[config.mk]
export PLATFORM = sky130hd
export DESIGN_NAME = instruction_fetch_flat
export DESIGN_NICKNAME = d
export VERILOG_FILES = /design/src/rtl/instruction_fetch_if.sv /design/src/rtl/instruction_fetch.sv /design/src/flat_wrapper.sv
export SDC_FILE = /design/constraint.sdc
export NUM_CORES = 1
export LEC_CHECK = 0
export CAP_MARGIN = 20
export CORE_MARGIN = 2
export CORE_UTILIZATION = 45
export CTS_CLUSTER_DIAMETER = 80
export DETAILED_ROUTE_END_ITERATION = 6
export MAX_ROUTING_LAYER = met4
export PLACE_DENSITY = 0.78
export SYNTH_ARGS = -nofsm -noshare
export SYNTH_HDL_FRONTEND = slang
export SYNTH_SLANG_ARGS = --single-unit
[constraint.sdc]
create_clock -name clk -period 1.9 [get_ports clk]
set_input_delay 0.475 -clock clk [delete_from_list [all_inputs] [get_ports clk]]
set_output_delay 0.475 -clock clk [all_outputs]
set_load 0.02 [all_outputs]
[src/rtl/instruction_fetch_if.sv]
// Memory-side and decoder-side handshake bundle for instruction_fetch.
// master = fetch unit; slave = memory/decoder side.
interface instruction_fetch_if #(
  parameter int I_ADDR_W     = 12,
  parameter int INST_W_BYTES = 2,
  parameter int MEM_DATA_W   = 8
);
  logic                        mem_req;
  logic [I_ADDR_W-1:0]         mem_addr;
  logic [MEM_DATA_W-1:0]       mem_rdata;
  logic                        mem_rvalid;
  logic [INST_W_BYTES*8-1:0]   inst;
  logic                        inst_valid;
  logic                        inst_ready;

  modport master (
    output mem_req,
    output mem_addr,
    input  mem_rdata,
    input  mem_rvalid,
    output inst,
    output inst_valid,
    input  inst_ready
  );

  modport slave (
    input  mem_req,
    input  mem_addr,
    output mem_rdata,
    output mem_rvalid,
    input  inst,
    input  inst_valid,
    output inst_ready
  );
endinterface

[src/rtl/instruction_fetch.sv]
// Byte-serial instruction fetch: reads INST_W_BYTES bytes little-endian from
// byte-wide memory and hands the assembled word to the decoder.
module instruction_fetch #(
  parameter int I_ADDR_W     = 12,
  parameter int INST_W_BYTES = 2,
  parameter int MEM_DATA_W   = 8
) (
  input  logic                clk,
  input  logic                rst,
  input  logic [I_ADDR_W-1:0] pc,
  input  logic                fetch_start,
  input  logic                flush,
  output logic                busy,
  instruction_fetch_if.master fif
);

  localparam int INST_W = INST_W_BYTES * 8;
  localparam int CNT_W  = (INST_W_BYTES > 1) ? $clog2(INST_W_BYTES) : 1;
  localparam logic [CNT_W-1:0] LAST_BYTE = CNT_W'(INST_W_BYTES - 1);

  typedef enum logic [1:0] {
    IDLE  = 2'd0,
    FETCH = 2'd1,
    HOLD  = 2'd2
  } state_t;

  state_t              state, state_nxt;
  logic [I_ADDR_W-1:0] base_q, base_nxt;
  logic [CNT_W-1:0]    cnt_q, cnt_nxt;
  logic [INST_W-1:0]   asm_q, asm_nxt;
  logic [INST_W-1:0]   inst_q, inst_nxt;
  logic [INST_W-1:0]   merged;

  always_ff @(posedge clk or posedge rst) begin
    if (rst) state <= IDLE;
    else     state <= state_nxt;
  end

  // Bytes assemble in asm_q; inst_q only changes on a completed word, so a
  // flushed partial fetch never disturbs the last delivered instruction.
  always_ff @(posedge clk or posedge rst) begin
    if (rst) begin
      base_q <= '0;
      cnt_q  <= '0;
      asm_q  <= '0;
      inst_q <= '0;
    end else begin
      base_q <= base_nxt;
      cnt_q  <= cnt_nxt;
      asm_q  <= asm_nxt;
      inst_q <= inst_nxt;
    end
  end

  always_comb begin
    merged = asm_q;
    merged[int'(cnt_q)*MEM_DATA_W +: MEM_DATA_W] = fif.mem_rdata;
  end

  always_comb begin
    state_nxt = state;
    base_nxt  = base_q;
    cnt_nxt   = cnt_q;
    asm_nxt   = asm_q;
    inst_nxt  = inst_q;
    if (flush) begin
      state_nxt = IDLE;
    end else begin
      case (state)
        IDLE: begin
          if (fetch_start) begin
            state_nxt = FETCH;
            base_nxt  = pc;
            cnt_nxt   = '0;
          end
        end
        FETCH: begin
          if (fif.mem_rvalid) begin
            asm_nxt = merged;
            if (cnt_q == LAST_BYTE) begin
              inst_nxt  = merged;
              state_nxt = HOLD;
            end else begin
              cnt_nxt = cnt_q + CNT_W'(1);
            end
          end
        end
        HOLD: begin
          if (fif.inst_ready) begin
            if (fetch_start) begin
              state_nxt = FETCH;
              base_nxt  = pc;
              cnt_nxt   = '0;
            end else begin
              state_nxt = IDLE;
            end
          end
        end
        default: state_nxt = IDLE;
      endcase
    end
  end

  always_comb begin
    fif.mem_req    = (state == FETCH);
    fif.mem_addr   = base_q + I_ADDR_W'(cnt_q);
    fif.inst       = inst_q;
    fif.inst_valid = (state == HOLD);
    busy           = (state == FETCH) || ((state == HOLD) && !fif.inst_ready);
  end

endmodule
[src/flat_wrapper.sv]
// flat-port wrapper written by rule: the top's interface ports become plain ports
module instruction_fetch_flat 
#(
  parameter int I_ADDR_W     = 12,
  parameter int INST_W_BYTES = 2,
  parameter int MEM_DATA_W   = 8
)
  (clk, rst, pc, fetch_start, flush, busy, fif_mem_req, fif_mem_addr, fif_mem_rdata, fif_mem_rvalid, fif_inst, fif_inst_valid, fif_inst_ready);
  instruction_fetch_if #(.I_ADDR_W(I_ADDR_W), .INST_W_BYTES(INST_W_BYTES), .MEM_DATA_W(MEM_DATA_W)) fif_i ();
  input  logic clk;
  input  logic rst;
  input  logic [I_ADDR_W-1:0] pc;
  input  logic fetch_start;
  input  logic flush;
  output logic busy;
  output wire logic [$bits(fif_i.mem_req)-1:0] fif_mem_req;
  output wire logic [$bits(fif_i.mem_addr)-1:0] fif_mem_addr;
  input wire logic [$bits(fif_i.mem_rdata)-1:0] fif_mem_rdata;
  input wire logic [$bits(fif_i.mem_rvalid)-1:0] fif_mem_rvalid;
  output wire logic [$bits(fif_i.inst)-1:0] fif_inst;
  output wire logic [$bits(fif_i.inst_valid)-1:0] fif_inst_valid;
  input wire logic [$bits(fif_i.inst_ready)-1:0] fif_inst_ready;
  assign fif_mem_req = fif_i.mem_req;
  assign fif_mem_addr = fif_i.mem_addr;
  assign fif_i.mem_rdata = fif_mem_rdata;
  assign fif_i.mem_rvalid = fif_mem_rvalid;
  assign fif_inst = fif_i.inst;
  assign fif_inst_valid = fif_i.inst_valid;
  assign fif_i.inst_ready = fif_inst_ready;
  instruction_fetch #(.I_ADDR_W(I_ADDR_W), .INST_W_BYTES(INST_W_BYTES), .MEM_DATA_W(MEM_DATA_W)) u_core (.clk(clk), .rst(rst), .pc(pc), .fetch_start(fetch_start), .flush(flush), .busy(busy), .fif(fif_i));
endmodule
==> results of run 1 <==
## layer usage
| layer | vias up | track usage [%] | part of all wire [%] |
|---|---|---|---|
| li1 | 597 | - | - |
| met1 | 646 | 24.6 | 42 |
| met2 | 55 | 35.3 | 49 |
| met3 | 6 | 5.74 | 8.1 |
| met4 | 0 | 5.36 | 1.4 |
| met5 | - | - | 0 |
## layout make-up
| cell class | instances | area (um^2) | area share, % |
|---|---|---|---|
| repair buffers | 79 | 708 | 25.9 |
| inverters | 6 | 22.5 | 0.823 |
| well taps | 48 | 60.1 | 2.19 |
| flip-flops and latches | 39 | 976 | 35.6 |
| multi-input cells | 77 | 853 | 31.2 |
| clock inverters | 2 | 35.0 | 1.28 |
| clock buffers | 6 | 82.6 | 3.02 |
## cells in the mapped netlist (all sizes together)
master,instances,area [um^2]
a211oi,1,7.51
a31oi,1,6.26
and4bb,1,16.3
buf,4,41.3
dfrtp,39,976
ha,2,25.0
inv,6,22.5
mux2,36,447
nand2,4,22.5
nand2b,2,12.5
nand3,4,20.0
nand4,1,6.26
nor2,4,15.0
nor2b,3,18.8
nor3,3,15.0
nor4,1,6.26
nor4b,1,23.8
o21ai,2,10.0
or2,1,6.26
xnor2,4,35.0
xor2,6,52.6
## final timing paths
kind,start,slack [ns],end
worst min register to register,u_core.asm_q[3],0.51,u_core.asm_q[3]
worst max register to register,u_core.state[0],0.33,u_core.asm_q[5]
max in group asynchronous,rst,0.98,u_core.state[1]
worst min-delay path,u_core.asm_q[3],0.51,u_core.asm_q[3]
worst max-delay path,u_core.base_q[0],-0.30,fif_mem_addr[10]
min in group asynchronous,rst,0.60,u_core.base_q[5]
## flip-flops by register name, summed over array words and instances, names as in the netlist
signal,flops
u_core.base_q,12
u_core.asm_q,8
u_core.state,2
u_core.fif.inst,16
u_core.cnt_q,1
## cells in the final DEF (no fill, tap or decap), types with 4 or more instances in the layout
cell type        Yosys  layout
inv_1                6       6
clkdlybuf4s50_1      0      41
dfrtp_1             39      39
mux2_2              25      25
xor2_1               6       4
mux2_4              11      11
buf_4                1      30
clkbuf_8             0       6
## per-stage QoR
step	TNS [ns]	instances	hold slack, ns
2_1_floorplan	-0.0471	126	0.477
3_3_place_gp	-5.52	246	0.486
3_5_place_dp	-7.31	246	0.492
4_1_cts	-2.60	257	0.515
5_1_grt	-3.10	257	0.540
6_report	-2.17	257	0.512
## power by group
group | switching (mW) | internal (mW) | total (mW)
logic | 0.546 | 0.678 | 1.22
clock network | 0.279 | 0.425 | 0.704
registers | 0.157 | 1.07 | 1.23
## cells by family (layout without fill, tap and decap cells)
| group | after synthesis | in the layout |
|---|---|---|
| AND/OR/NAND/NOR | 25 | 25 |
| multiplexers | 36 | 36 |
| adder cells (fa/ha/maj) | 2 | 2 |
| flip-flops | 39 | 39 |
| buffers and inverters | 10 | 93 |
| XOR/XNOR | 10 | 10 |
| AO/OA/AOI/OAI | 4 | 4 |
## what timing repair did
item                       in CTS  in global routing
hold buffers                    0                  0
buffers inserted                3                  0
resized for setup              60                 17
pin swaps                       5                  7
setup endpoints to repair      15                 11
==> key figures, run 1 <==
Synth
  – Compound-Gate Fraction of Synth Area: 1.33%
  – Synth Area in XOR/XNOR: 4.91%
  – Post-Syn Area: 1790 um^2
  – Simple-gate share of the synthesized area: 9.11%
  – Main combinational cell family by area after synthesis: multiplexers
  – Multiplexer area fraction after synthesis: 25.0%
  – Post-Synthesis Cells: 126
  – Synthesis-stage register bit count: 39
  – Syn Area/Cell: 14.2 um^2
  – Ys Warns: 0
  – Post-synthesis adder-cell area fraction: 1.40%
  – Syn_nets: 154
  – Seq/Total Area, Yosys: 54.7%
  – Unique masters post-synth: 24

Critical path
  – CP Launch Type: flop
  – Reg2reg path depth: 5
  – Most frequent CP cell: ha_2
  – Crit path max fanout: 4
  – Cells along the critical path: ha_2 -> ha_2 -> nand3_4 -> nor3_4 -> xnor2_2 -> buf_4
  – Worst Path Buf+Inv: 1
  – Worst path slowest cell: dfrtp_1
  – Crit-path max cell delay: 0.37 ns
  – Crit path depth: 6
  – Crit path arrival time: 1.72 ns
  – CP top delay family: adder cells
  – WP data required: 1.42 ns
  – Critical path class: reg2out
  – CP endpoint kind: output port

Drt
  – DR iter-0 viols: 26
  – Final ANT Viol Nets: 0
  – DRT Pass-1 Iters: 4
  – DRC viols: 0
  – WL final: 4060 um
  – Detailed-route via count: 1,304
  – Wirelength per Cell: 15.8 um
  – Vias/cell: 5.07

Placed design
  – I/O Buffers: 56
  – RePlAce Congestion: 0.861
  – Placed inst area: 2570 um^2
  – Post-Place Worst Slack: -0.474 ns
  – Hpwl dp: 2910 um

STA
  – Worst slew pin tran: 0.467 ns
  – Min Tclk post-route: 2.20 ns
  – Max Freq: 0.455 GHz
  – Final hold vios: 0
  – RSZ-0062 raised after global routing: true
  – Crit share post-route: 116%
  – Setup-failing EPs final: 9
  – PnR worst setup slack: -0.296 ns
  – Slew margin rel.: 68.9%
  – Setup Skew: 0.00431 ns
  – Slew Viols, Final: 0

Power and ir drop
  – Leak Pwr: 1.31 nW
  – Pwr per Cell Area: 1150 nW/um^2
  – Tot Pwr: 3.16 mW
  – Worst vdd ir: 0.000770 V

GRT
  – Antenna violations before repair: 0
  – GRT Util Overall: 20.8%
  – First-pass GRT wire length: 6670 um
  – Largest net degree at the start of global routing: 40
  – Remaining global-route overflow: 0
  – Vias in the first global route: 1,397

Cells and area
  – Final core utilization: 73.1%
  – ANT cells: 0
  – Design Area, Final: 2740 um^2
  – Layout area overhead: 53.3%
  – Fillers: 264
  – Share of post-route cells with drive strength above 1: 46.4%
  – Nets: 236

Clocking
  – Worst-path clk slew: 0.07 ns
  – Num CTS Buffers: 5
  – Clock latency at the later pin of the worst-skew pair: 0.29 ns
  – H-Tree Depth: 2
  – Longest Clk Path Bufs: 2
  – CTS tree: done
  – Root Buffer: clkbuf_8
  – CTS Sinks: 39

Die
  – Die H: 67.0 um
  – I/O pins: 57
  – Chip width: 67.0 um
  – Core Footprint: 3740 um^2
  – Die area: 4490 um^2
  – Initial Util: 47.7%
  – Rows: 22

Status
  – Failing checks: negative setup slack
  – Status: finished, violations left

Min path
  – Hold depth: 1
  – Tightest Hold Check Type: reg2reg

Flow run
  – Total of max-cap violations: 0
Power figures use the tool's default switching activity.
==> run 2, diff against run 1 <==
Settings changed: GPL_ROUTABILITY_DRIVEN set to 0, HOLD_SLACK_MARGIN set to 0.1.
==> results of run 2 <==
Same layout as run 1: the final DEF is identical, and so are final timing and power.
==> RTL change, RTL diff (config.mk and constraints of run 1) <==
The 3 states of `state_t` get a one-hot encoding in 3 bits.
--- a/src/rtl/instruction_fetch.sv
+++ b/src/rtl/instruction_fetch.sv
@@ -20,6 +20,6 @@
 
-  typedef enum logic [1:0] {
-    IDLE  = 2'd0,
-    FETCH = 2'd1,
-    HOLD  = 2'd2
+  typedef enum logic [2:0] {
+    IDLE  = 3'b001,
+    FETCH = 3'b010,
+    HOLD  = 3'b100
   } state_t;
Function: no difference found for any inputs over 4 cycles, from zero or initial values and one cycle with rst high; so few cycles prove little.
==> RTL change against run 1 <==
The flow still finishes with violations (negative setup slack); routed wire length grew 4.6%; global-route usage down 0.064 points; worst setup slack better by 98 ps; synthesized cell count grew 1.6%; hold slack worse by 27 ps; fmax rose by 4.7%; design area is 5.7% higher; total power decreased by 30%; area after synthesis increased by 2.5%; register-to-register slack worse by 250 ps; sequential share of layout area shrank 0.93 points; sequential cell count rose by 1; critical path type unchanged.
==> RTL change: results (changes against run 1) <==
WL per Instance - 15.7 um (-0.79%)
Worst vdd ir - 0.631 mV (-18%)
Leakage - 0.00137 uW (+4.7%)
Worst Slack Setup Final - -198 ps (+98.4 ps)
Total track usage - 20.7% (-0.064 points)
First-pass GRT wire length - 6.53 mm (-2.0%)
Most frequent cells after synthesis - dfrtp_1, mux2_2, mux2_4
Final setup TNS - -1260 ps (+917 ps)
Initial DRC count - 25 (-3.8%)
Mapped Nets - 156 (+1.3%)
HPWL after DPL - 3.00 mm (+3.1%)
Switching portion of total power - 28.6% (-2.5 points)
Vias in the first global route - 1409 (+0.86%)
Setup slack, reg-to-reg - 80 ps (-250 ps)
Slew @ Worst Pin - 456 ps (-11.2 ps)
Post-synthesis mux area share - 24.4% (-0.62 points)
Final net count - 248 (+5.1%)
Synth Area in XOR/XNOR - 4.78% (-0.12 points)
Critical Path Max Stage Delay - 390 ps (+20 ps)
Hold/Removal Path Class - input port to async pin
Run status - complete, but fails checks
Final Setup Violations - 10 (+1)
First-pass DRT Iterations - 2 (-2)
Distinct cells, synth - 25 (+4.2%)
Vias post-DR - 1328 (+1.8%)
Complex-gate fraction of the synthesized area - 2.19% (+0.86 points)
Final Wtd Congestion - 0.682 (-21%)
Worst Clk Skew - 4.23 ps (-0.0777 ps)
Fill count - 258 (-2.3%)
CP max FO - 3 (-1)
Reg2Reg Depth - 6 (+1)
WHS - 484 ps (-27.4 ps)
Failing checks - negative setup slack
Pre-CTS setup slack - -479 ps (-5.04 ps)
## RTL change: metrics by stage
step	cell area, um^2	std cells
after floorplan	1850	128
after global placement	2680	258
after detailed placement	2680	258
after CTS	2830	268
after global routing	2890	271
final	2890	271
## RTL change: power groups by stage
stage | Sequential, uW | Clock [uW] | Combinational [uW]
2_1_floorplan | 1040 | 0 | 272
3_3_place_gp | 1020 | 0 | 577
3_5_place_dp | 1030 | 0 | 594
4_1_cts | 1030 | 591 | 586
5_1_grt | 1040 | 636 | 660
6_report | 1030 | 579 | 614
## RTL change: logic make-up after synthesis
kind of cell,after synthesis
flops,40
xor+xnor,10
buf+inv,7
simple gates,26
mux,36
fa+ha+maj,2
compound gates,7
## RTL change: critical path, delay by kind of cell (launching register included)
| kind | cells | cell delay, ps |
|---|---|---|
| xor+xnor | 1 | 170 |
| buf+inv | 2 | 300 |
| flops | 1 | 390 |
| simple gates | 3 | 470 |
## RTL change: cell type report
type                            instances  area, um^2  area share (%)
Timing Repair Buffer                   88         808            27.9
Sequential cell                        40        1000            34.7
Tap cell                               50        62.6            2.16
Multi-Input combinational cell         81         913            31.6
Clock buffer                            8        90.1            3.11
Inverter                                4        15.0           0.519
## RTL change: how the worst max path moves through the flow
stage / startpoint / end / slack [ps]
finish: u_core.base_q[1] / fif_mem_addr[9] / -200
global route: u_core.base_q[1] / fif_mem_addr[9] / -350
CTS: u_core.cnt_q / fif_mem_addr[8] / -170
detailed placement: u_core.cnt_q / fif_mem_addr[10] / -480
global placement: u_core.cnt_q / fif_mem_addr[10] / -430
floorplan: u_core.cnt_q / fif_mem_addr[10] / 0.6
## RTL change: per-layer routing
| metal | GRT usage [%] | vias to the layer above | wire, um |
|---|---|---|---|
| met1 | 21.6 | 654 | 1620 |
| met2 | 36.8 | 42 | 2300 |
| met4 | 9.00 | 0 | 67 |
| met3 | 5.50 | 4 | 252 |
| met5 | - | - | 0 |
| li1 | - | 628 | - |
## RTL change: repair_timing
item	4_1_cts	5_1_grt
endpoints found under the setup margin	15	22
buffers inserted	2	3
gates resized for setup	85	14
pin swaps	11	10
hold endpoints to repair	0	0
